$ cat config.mk
export PLATFORM = sky130hd
export DESIGN_NAME = imem_loader
export DESIGN_NICKNAME = d
export VERILOG_FILES = /design/src/rtl/imem_loader.sv
export SDC_FILE = /design/constraint.sdc
export NUM_CORES = 1
export LEC_CHECK = 0
export ABC_AREA = 1
export CAP_MARGIN = 10
export CORE_UTILIZATION = 33
export CTS_CLUSTER_DIAMETER = 30
export DETAILED_ROUTE_END_ITERATION = 10
export SYNTH_ARGS = -nofsm -noshare
export SYNTH_HDL_FRONTEND = slang
export SYNTH_SLANG_ARGS = --single-unit
$ cat constraint.sdc
create_clock -name clk -period 4.2 [get_ports clk]
set_clock_uncertainty 0.2 [all_clocks]
set_input_delay 0.84 -clock clk [delete_from_list [all_inputs] [get_ports clk]]
set_output_delay 0.84 -clock clk [all_outputs]
set_load 0.01 [all_outputs]
$ cat src/rtl/imem_loader.sv
// imem_loader: assembles a length-prefixed, checksummed byte stream into
// little-endian 32-bit words and drives the instruction memory write port.
// The core is held in reset (cpu_hold) for the whole load.
//
// Byte handshake: a byte moves on a rising edge where byte_valid && byte_ready.
// The sender may hold byte_valid low for any number of cycles. The loader
// drops byte_ready in IDLE and WRITE, so a pending byte simply waits.
module imem_loader #(
   parameter int DEPTH  = 64,
   parameter int ADDR_W = 6
) (
   input  logic              clk,
   input  logic              reset,
   input  logic              start,
   input  logic              byte_valid,
   input  logic [7:0]        byte_data,
   output logic              byte_ready,
   output logic              we,
   output logic [ADDR_W-1:0] waddr,
   output logic [31:0]       wdata,
   output logic              cpu_hold,
   output logic              busy,
   output logic              done,
   output logic              error
);

   typedef enum logic [2:0] {
      S_IDLE,
      S_LEN,
      S_DATA,
      S_WRITE,
      S_CHECK
   } state_t;

   localparam logic [8:0]        DEPTH_B = 9'(DEPTH);
   localparam logic [ADDR_W:0]   ONE_CNT = 1;
   localparam logic [ADDR_W-1:0] ONE_IDX = 1;

   state_t            state;
   state_t            state_nxt;
   logic [ADDR_W:0]   count;     // number of words in the image (1..DEPTH)
   logic [ADDR_W-1:0] index;     // word currently being assembled
   logic [1:0]        lane;      // byte position within the word
   logic [7:0]        sum;       // running checksum of data bytes
   logic [23:0]       word_buf;  // lanes 0..2; lane 3 is taken straight from the stream
   logic              xfer;
   logic              len_ok;
   logic              last_word;

   assign xfer      = byte_valid && byte_ready;
   assign len_ok    = (byte_data != 8'd0) && ({1'b0, byte_data} <= DEPTH_B);
   assign last_word = ({1'b0, index} == (count - ONE_CNT));

   // State register.
   always_ff @(posedge clk or negedge reset) begin
      if (!reset) state <= S_IDLE;
      else        state <= state_nxt;
   end

   // Next-state logic and Moore handshake/status outputs.
   always_comb begin
      state_nxt  = state;
      byte_ready = 1'b0;
      busy       = 1'b0;
      cpu_hold   = 1'b0;
      case (state)
         S_IDLE: begin
            if (start) state_nxt = S_LEN;
         end
         S_LEN: begin
            byte_ready = 1'b1;
            busy       = 1'b1;
            cpu_hold   = 1'b1;
            if (xfer) state_nxt = len_ok ? S_DATA : S_IDLE;
         end
         S_DATA: begin
            byte_ready = 1'b1;
            busy       = 1'b1;
            cpu_hold   = 1'b1;
            if (xfer && lane == 2'd3) state_nxt = S_WRITE;
         end
         S_WRITE: begin
            busy     = 1'b1;
            cpu_hold = 1'b1;
            state_nxt = last_word ? S_CHECK : S_DATA;
         end
         S_CHECK: begin
            byte_ready = 1'b1;
            busy       = 1'b1;
            cpu_hold   = 1'b1;
            if (xfer) state_nxt = S_IDLE;
         end
         default: state_nxt = S_IDLE;
      endcase
   end

   // Datapath: length capture, word assembly, checksum, write port and status flags.
   always_ff @(posedge clk or negedge reset) begin
      if (!reset) begin
         count    <= '0;
         index    <= '0;
         lane     <= '0;
         sum      <= '0;
         word_buf <= '0;
         we       <= 1'b0;
         waddr    <= '0;
         wdata    <= '0;
         done     <= 1'b0;
         error    <= 1'b0;
      end else begin
         we   <= 1'b0;
         done <= 1'b0;
         case (state)
            S_IDLE: begin
               if (start) begin
                  error <= 1'b0;
                  index <= '0;
                  lane  <= '0;
                  sum   <= '0;
               end
            end
            S_LEN: begin
               if (xfer) begin
                  if (len_ok) count <= (ADDR_W+1)'(byte_data);
                  else        error <= 1'b1;
               end
            end
            S_DATA: begin
               if (xfer) begin
                  lane <= lane + 2'd1;
                  sum  <= sum + byte_data;
                  case (lane)
                     2'd0: word_buf[7:0]   <= byte_data;
                     2'd1: word_buf[15:8]  <= byte_data;
                     2'd2: word_buf[23:16] <= byte_data;
                     default: begin
                        // Fourth byte completes the word: register the write
                        // so it is presented during the WRITE cycle.
                        we    <= 1'b1;
                        waddr <= index;
                        wdata <= {byte_data, word_buf};
                     end
                  endcase
               end
            end
            S_WRITE: begin
               if (!last_word) index <= index + ONE_IDX;
            end
            S_CHECK: begin
               if (xfer) begin
                  if (byte_data == sum) done  <= 1'b1;
                  else                  error <= 1'b1;
               end
            end
            default: ;
         endcase
      end
   end

endmodule

==> flow_results.org <==
** Yosys
- After synthesis the cells add up to 4320 sq um.
- Counting every net in the synthesized netlist gives 526.
- Warnings from Yosys :: 0
- Portion of the post-synthesis area used by sequential elements :: 0.527
- Post-synthesis cell count :: 499
- The average instance in the mapped netlist occupies 8.65 sq um.
- Number of distinct library cells after synthesis :: 32
- FF+latch count, synth :: 91

** Timing
- Final slew viol count :: 0
- Final setup violation count :: 0
- Setup repair after global routing left no endpoint under its margin.
- Share of the clock period used by the worst path after layout :: 0.675
- The worst path in the final design needs a cycle of 2.84 ns, including I/O delays and setup.
- Headroom to the max-slew limit came out at 0.345.
- Worst-Margin Slew :: 0.983 ns
- Number of failing hold endpoints at the final stage :: 0
- Adding up every negative setup slack in the final design gives 0 ns.
- Based on the critical path, the design can be clocked at up to 0.353 GHz.
- Post-route setup slack :: 1.36 ns

** Routing
- Post-detailed-route wirelength per cell :: 12.9 um
- Drt via density :: 4.67
- The first routing iteration left 253 violations.
- Once detail routing completed, the nets flagged for antenna violations numbered 0.
- In the routed design, unresolved DRC markers number 0.
- Vias after detailed routing :: 3417
- For this block, the routed nets add up to 9410 um of wire.
- Iteration count of the initial detailed-routing pass :: 4

** Power and ir drop
- For this design the static power due to leakage is 0.00264 uW.
- Sequential Power Share :: 0.405
- The share of total power dissipated in the clock network is 0.258.
- Comb pwr share :: 0.337
- Internal Pwr Total :: 2040 uW
- Switching Power :: 1140 uW
- For this design the ratio of total power to cell area is 598 nW/um^2.
- Switching part of the total :: 0.358
- Maximum vdd ir drop :: 279 uV

** Critical path
- In this run the worst path has a maximum fanout of 5.
- Data arrives at the worst endpoint at 1.80 ns.
- CP required :: 3.16 ns
- STA classifies the critical path startpoint as a flip-flop.
- The worst setup path is captured at an output port.
- The critical path is of the reg2out type.

** Clock network
- After clock tree synthesis, the flow added hold-fix buffers numbering 0.
- Post-cts sizing count :: 0
- Clock net sink count :: 91
- In this run the number of H-tree levels came out at 3.
- Number of buffers created by CTS :: 9
- Clock-pin slew was measured on the worst setup and hold paths at 0.07 ns.
- In this run the post-CTS setup repair buffer count came out at 0.
- The clock passes through at most 2 buffers.
- TritonCTS clock tree :: yes
- The tree is rooted in a sky130_fd_sc_hd__clkbuf_16.
- Clock latency of the later-clocked register in the worst-skew pair :: 0.34 ns

** GRT
- The number of global-route vias before repair is 3308.
- Across every metal layer, demand over resource in global routing totals 0.155.
- For met2 alone, demand over resource in global routing was 0.231.
- Maximum number of pins on one net before global-route repair :: 79
- GRT Residual Overflow :: 0
- Antenna violations before repair :: 0
- For this run, global-route usage on met3 was measured as 0.0379.
- Wire length of the first global-routing pass :: 16100 um
- The global routing stage identified its most utilized layer as met2.
- In the global route stage, met1 resource usage came out at 0.223.

** Place
- Prior to clock tree synthesis, the placed netlist has a worst setup slack of 1.28 ns.
- The congestion estimate from routability-driven global placement came to 0.908.
- Post-detailed-placement half-perimeter wirelength :: 6740 um
- The count of buffers added on input and output ports is 55.

** Final layout
- Filler cell count :: 1270
- Post-layout net count :: 581
- Summing all flip-flop and latch instances after layout gives 2280 sq um.
- Area added between synthesis and finish :: 23.0%
- In the final layout, the multi-input gates occupy 1770 sq um.
- The repair_antennas step left the layout with diodes totalling 0.
- Share of post-route cells with drive strength above 1 :: 0.0877

** Die
- Core box area :: 12700 sq um
- Ports :: 56
- Starting density of the core :: 0.341
- In this run the core area contains 41 standard-cell rows.
- From bottom edge to top edge, the die measures 116 um.
- The die covers 13500 sq um.
- The floorplan step set the die width to 116 um.

** Job
- Max-cap check violation count :: 0

** Min path
- The worst hold path belongs to the class reg2reg.

** Run status
- Status :: finished, final reports clean
-- synth_stat cells (all sizes together) --
master / instances / area (sq um)
a21oi: 10 / 50.1
a22o: 2 / 17.5
a32o: 2 / 20.0
and2: 1 / 6.26
buf: 9 / 71.3
clkbuf: 4 / 15.0
dfrtp: 91 / 2280
fa: 1 / 20.0
ha: 14 / 175
inv: 50 / 188
nand2: 184 / 723
nand3: 33 / 180
nand4: 4 / 25.0
nor2: 27 / 145
nor3: 3 / 15.0
nor4: 2 / 12.5
o2111ai: 1 / 8.76
o21ai: 51 / 285
o22ai: 2 / 12.5
xnor2: 4 / 35.0
xor2: 4 / 35.0
-- critical path: stages, from the launching register on --
cell and delay, ns:
sky130_fd_sc_hd__dfrtp_1 0.41, sky130_fd_sc_hd__nor2_2 0.16, sky130_fd_sc_hd__inv_2 0.06, sky130_fd_sc_hd__nor2_2 0.09
sky130_fd_sc_hd__inv_2 0.09, sky130_fd_sc_hd__nand3_1 0.11, sky130_fd_sc_hd__clkdlybuf4s50_1 0.55
-- area by class of cell --
class,count,area share
clock inverters,6,0.0137
well taps,172,0.0405
multi-input cells,345,0.333
flip-flops and latches,91,0.429
inverters,50,0.0353
repair buffers,57,0.106
clock buffers,10,0.0431
-- through the flow --
step | hold slack, ns | total power, uW | cell area, sq um | util | instances
after global placement | 0.254 | 2340 | 5010 | 0.395 | 715
after floorplan | 0.242 | 2020 | 4320 | - | 499
after detailed placement | 0.258 | 2380 | 5010 | 0.395 | 715
final | 0.275 | 3180 | 5310 | 0.419 | 731
after global routing | 0.285 | 3430 | 5310 | 0.419 | 731
after CTS | 0.278 | 3210 | 5310 | 0.419 | 731
-- cell families (layout without fill, tap and decap cells) --
| logic type | Yosys count | count (layout) | share of synthesized area |
|---|---|---|---|
| adders and majority gates | 15 | 15 | 0.0452 |
| buffers and inverters | 63 | 123 | 0.0635 |
| AOI/OAI and AO/OA | 68 | 68 | 0.0913 |
| xor gates and xnor gates | 8 | 8 | 0.0162 |
| DFF | 91 | 91 | 0.527 |
| and+or+nand+nor | 254 | 254 | 0.256 |
-- cells in the final DEF, fill, tap and decap left out, types with 9 or more instances in the layout --
cell	netlist	layout
sky130_fd_sc_hd__nand3_1	30	30
sky130_fd_sc_hd__a21oi_1	10	10
sky130_fd_sc_hd__nor2_1	19	19
sky130_fd_sc_hd__o21ai_1	18	18
sky130_fd_sc_hd__inv_1	45	45
sky130_fd_sc_hd__nand2_1	177	177
sky130_fd_sc_hd__clkdlybuf4s50_1	0	54
sky130_fd_sc_hd__dfrtp_1	91	91
sky130_fd_sc_hd__ha_1	14	14
sky130_fd_sc_hd__o21ai_0	25	25
sky130_fd_sc_hd__clkbuf_16	0	9
-- power groups by stage --
stage / registers, uW / clock network (uW) / logic [uW]
after global placement: 1290 / 0 / 1040
after detailed placement: 1300 / 0 / 1070
after global routing: 1320 / 870 / 1240
final: 1290 / 819 / 1070
after CTS: 1290 / 842 / 1080
after floorplan: 1290 / 0 / 727
-- routing by layer --
layer | part of all wire | up-vias | wire (um)
met4 | 0.0097 | 0 | 91
met2 | 0.44 | 88 | 4130
met1 | 0.49 | 1620 | 4620
li1 | - | 1702 | -
met5 | 0 | - | 0
met3 | 0.061 | 7 | 571
-- path summary, 6_finish.rpt --
kind,startpoint,end,slack [ns],cells after the start
max,state[2],cpu_hold,1.36,6
min in group asynchronous,reset,wdata[11],0.45,1
min reg2reg,word_buf[4],wdata[4],0.28,2
max in group asynchronous,reset,word_buf[2],2.58,2
max reg2reg,state[2],wdata[8],2.05,9
min,word_buf[4],wdata[4],0.28,2
-- state kept, by name (all words and copies together), names as in the netlist --
name      count
state         3
word_buf     24
count         7
index         6
we            1
error         1
wdata        32
waddr         6
sum           8
lane          2
done          1
Power figures use the tool's default switching activity.
